[src/rtl/read_pointer_fwft.sv]
// Read-domain side of an async FIFO: binary/Gray read pointers, empty detection,
// storage level, and a one-entry first-word-fall-through output register.
module read_pointer_fwft #(
  parameter int DW    = 8,
  parameter int ASIZE = 3
) (
  input  logic             rclk,
  input  logic             rrst,
  input  logic [ASIZE:0]   sync_wptr_gray,
  input  logic [DW-1:0]    mem_rdata,
  output logic [ASIZE-1:0] raddr,
  output logic [ASIZE:0]   rptr_bin,
  output logic [ASIZE:0]   rptr_gray,
  output logic             empty,
  output logic [DW-1:0]    dout,
  output logic             dout_valid,
  input  logic             dout_ready,
  output logic [ASIZE:0]   rd_level
);

  localparam logic [ASIZE:0] PTR_ONE = (ASIZE+1)'(1);

  function automatic logic [ASIZE:0] bin2gray(input logic [ASIZE:0] b);
    return b ^ (b >> 1);
  endfunction

  // XOR prefix from the MSB down
  function automatic logic [ASIZE:0] gray2bin(input logic [ASIZE:0] g);
    logic [ASIZE:0] b;
    b[ASIZE] = g[ASIZE];
    for (int i = ASIZE - 1; i >= 0; i--) begin
      b[i] = b[i+1] ^ g[i];
    end
    return b;
  endfunction

  logic           pop;
  logic [ASIZE:0] rptr_bin_nxt;
  logic [ASIZE:0] wptr_bin;

  always_comb begin
    empty        = (rptr_gray == sync_wptr_gray);
    pop          = ~empty & (~dout_valid | dout_ready);
    rptr_bin_nxt = rptr_bin + PTR_ONE;
    wptr_bin     = gray2bin(sync_wptr_gray);
  end

  assign raddr = rptr_bin[ASIZE-1:0];

  // A pop and a handshake transfer in the same edge replace the word in place.
  always_ff @(posedge rclk) begin
    if (rrst) begin
      rptr_bin   <= '0;
      rptr_gray  <= '0;
      dout       <= '0;
      dout_valid <= 1'b0;
      rd_level   <= '0;
    end else begin
      if (pop) begin
        dout       <= mem_rdata;
        dout_valid <= 1'b1;
        rptr_bin   <= rptr_bin_nxt;
        rptr_gray  <= bin2gray(rptr_bin_nxt);
      end else if (dout_valid && dout_ready) begin
        dout_valid <= 1'b0;
      end
      rd_level <= wptr_bin - rptr_bin;
    end
  end

endmodule
[config.mk]
export PLATFORM = sky130hd
export DESIGN_NAME = read_pointer_fwft
export DESIGN_NICKNAME = d
export VERILOG_FILES = /design/src/rtl/read_pointer_fwft.sv
export SDC_FILE = /design/constraint.sdc
export NUM_CORES = 1
export LEC_CHECK = 0
export CAP_MARGIN = 5
export CORE_AREA = 2 2 45 57
export CTS_BUF_LIST = sky130_fd_sc_hd__clkbuf_8
export CTS_CLUSTER_SIZE = 8
export DETAILED_ROUTE_END_ITERATION = 12
export DIE_AREA = 0 0 47 59
export PLACE_DENSITY = 0.83
export SETUP_SLACK_MARGIN = 0.4
export SLEW_MARGIN = 30
export SYNTH_ARGS = -nofsm -noshare
export SYNTH_HDL_FRONTEND = slang
export SYNTH_SLANG_ARGS = --single-unit
[constraint.sdc]
create_clock -name rclk -period 4.05 [get_ports rclk]
set_input_delay 0.6075 -clock rclk [delete_from_list [all_inputs] [get_ports rclk]]
set_output_delay 0.6075 -clock rclk [all_outputs]
set_load 0.1 [all_outputs]
==> impl_metrics.ini <==
[cells_and_area]
final_nets = 167
fin_cells = 177
syn_to_final_growth_pct = 44.5
drive_gt1_share_pct = 6.16
insertedDiodeCount = 0

[power]
finalPower_w = 0.000908
seq_power_share_pct = 27.5
comb_power_share_pct = 50.9
powerDensity_nw_per_um2 = 629
ir_drop_v = 0.000392
switchingPower_w = 0.000430
p_int_w = 0.000478
p_leak_nw = 0.575
pwr-share-clk_pct = 21.6
p_sw_share_pct = 47.4

[setup_path]
cp-start-kind = input port
cp_cell_sequence = clkdlybuf4s50_1 -> xor2_1 -> nor4_4 -> buf_4
regToRegSetupSlack_ns = 2.29
rr_endpoint = rptr_bin[3]
r2r_cells = 4
crit_path_max_fanout = 14
cp_slowest_cell = nor4_4
r2r_start = rptr_bin[3]
worstPathArrival_ns = 2.31
critical_path_required_ns = 3.44
worstSetupEndpointType = output pin
criticalPathCategory = input port to output pin
slowest_delay_ns = 0.64
crit_start = sync_wptr_gray[1]

[floorplan]
core-area_um2 = 2190
rows = 19
start_util_pct = 45.7
die_h_um = 59
die_area_um2 = 2770
io_pins = 40
die_w_um = 47

[timing]
slew_headroom_pct = 33.5
post-route-period-util_pct = 72.2
holdWs_ns = 0.478
worst_slew_pin_slew_ns = 0.995
rsz0062_at_grt = false
setup_tns_ns = 0
skew_ns = 0.00242
period_needed_ns = 2.92
report.final.slew_viol_count = 0
setup_violations = 0
fmax_mhz = 342
hold_viol = 0

[global_routing]
gr-usage-all-layers_pct = 17.6
grt_pass1_vias = 792
antenna_found_initial = 0
grt_overflow = 0
grt_max_degree = 23
grt_pass1_wl_mm = 3.48

[clock_tree]
clk_latency_ns = 0.26
numCtsBuffers = 3
ctsResizeCount = 0
clk_pin_slew_ns = 0.07
clockBufferDepth = 2
cts_setup_buffers = 0
cts_root_buf = clkbuf_8
cts_tree = built
ctsHoldBuffers = 0
h-tree-depth = 1
cts_sinks = 20

[synthesis]
ys_seq_area_share_pct = 40.1
synthCells = 112
yosysWarnings = 0
syn_nets = 132
synth_cell_types = 24
synthesis.area_um2 = 998
synth_seq_cells = 20
synth.avg_cell_area_um2 = 8.91

[run]
drv_cap = 0

[drt]
ant_nets = 0
wirelength_mm = 2.40
wl_per_cell_um = 13.5
via_per_inst = 4.95
drt-initial-drc-count = 20
vias = 876
drt-pass1-iter-count = 4
drc_errors = 0

[place]
port_buffers = 39
placed_cells = 173
dp_hpwl_mm = 1.68
gp_congestion = 0.769

[hold_path]
hp-class = flip-flop to flip-flop
whs_endpoint = dout[1]
hold_depth = 2
hp-start = dout[1]

[status]
outcome = finished, final reports clean
==> logic make-up (layout without fill, tap and decap cells) <==
logic type | Yosys count | count (layout) | synth area share, %
AND/OR/NAND/NOR | 29 | 29 | 14.5
multiplexers | 2 | 2 | 2.63
XOR/XNOR | 13 | 13 | 12.2
AO/OA/AOI/OAI | 30 | 30 | 16.7
flip-flops | 20 | 20 | 40.1
adder cells (fa/ha/maj) | 5 | 5 | 7.02
buffers and inverters | 13 | 47 | 6.89
==> worst max path at each step <==
stage | endpoint | slack (ns) | depth (start not counted)
after CTS | empty | 1.13 | 4
after global routing | empty | 1.06 | 4
after global placement | empty | 1.17 | 4
after detailed placement | empty | 1.15 | 4
after floorplan | empty | 1.32 | 3
final | empty | 1.13 | 4
==> power groups by stage <==
stage	combinational, W	sequential (W)	clock [W]
after floorplan	0.000158	0.000459	0
after global placement	0.000450	0.000254	0
after detailed placement	0.000457	0.000254	0
after CTS	0.000463	0.000250	0.000197
after global routing	0.000478	0.000253	0.000208
final	0.000462	0.000250	0.000196
==> worst max-delay path, delay by kind of cell <==
kind	cells	cell delay, ns
buffers and inverters	2	0.86
AND/OR/NAND/NOR	1	0.64
XOR/XNOR	1	0.20
==> Yosys cell counts (all sizes together) <==
cell type	instances	area, µm²
a21oi	15	75.1
nor3	1	5.00
o21ai	14	70.1
mux2	2	26.3
buf	6	42.5
nor2b	3	18.8
nand4	1	6.26
nand2	13	48.8
o41a	1	21.3
nor2	7	26.3
dfxtp	20	400
clkbuf	3	11.3
ha	4	50.1
and3	2	12.5
fa	1	20.0
nand2b	1	6.26
nor4	1	21.3
xnor2	6	52.6
inv	4	15.0
xor2	7	68.8
==> layout by cell type, fill, tap and decap left out <==
cell type,n
nor2b_1,3
clkdlybuf4s50_1,38
ha_1,4
nor4_4,1
and3_1,2
xor2_2,1
o21ai_0,13
clkbuf_8,3
nor2_1,7
o41a_4,1
mux2_4,1
nand2_1,13
buf_4,1
dfxtp_1,20
a21oi_1,15
xnor2_1,6
nand2b_1,1
fa_1,1
nand4_1,1
nor3_1,1
mux2_1,1
bufinv_16,1
xor2_1,6
o21ai_1,1
inv_1,4
==> area by class of cell <==
class / count / area, µm²
clock buffers: 3 / 41.3
clock inverters: 1 / 30.0
fillers: 184 / 744
inverters: 4 / 15.0
multi-input cells: 79 / 529
flip-flops and latches: 20 / 400
well taps: 31 / 38.8
repair buffers: 39 / 388
==> through the flow <==
step | setup WS [ns] | instance area, µm² | utilization (%)
after floorplan | 1.32 | 998 | -
final | 1.13 | 1440 | 66.0
after CTS | 1.13 | 1440 | 66.0
after detailed placement | 1.15 | 1370 | 62.7
after global routing | 1.06 | 1440 | 66.0
after global placement | 1.17 | 1370 | 62.7
==> sequential cells by signal, summed over array words and instances (netlist names) <==
register	cells
dout	8
rptr_bin	4
dout_valid	1
rptr_gray	3
rd_level	4
==> routing by layer <==
| metal | vias to the layer above | global-route usage (%) | routed length [µm] |
|---|---|---|---|
| met5 | - | 0 | 0 |
| met4 | 0 | 7.14 | 29 |
| met3 | 4 | 1.83 | 44 |
| met2 | 15 | 32.1 | 1370 |
| met1 | 421 | 19.9 | 957 |
| li1 | 436 | - | - |
Power figures use the tool's default switching activity.
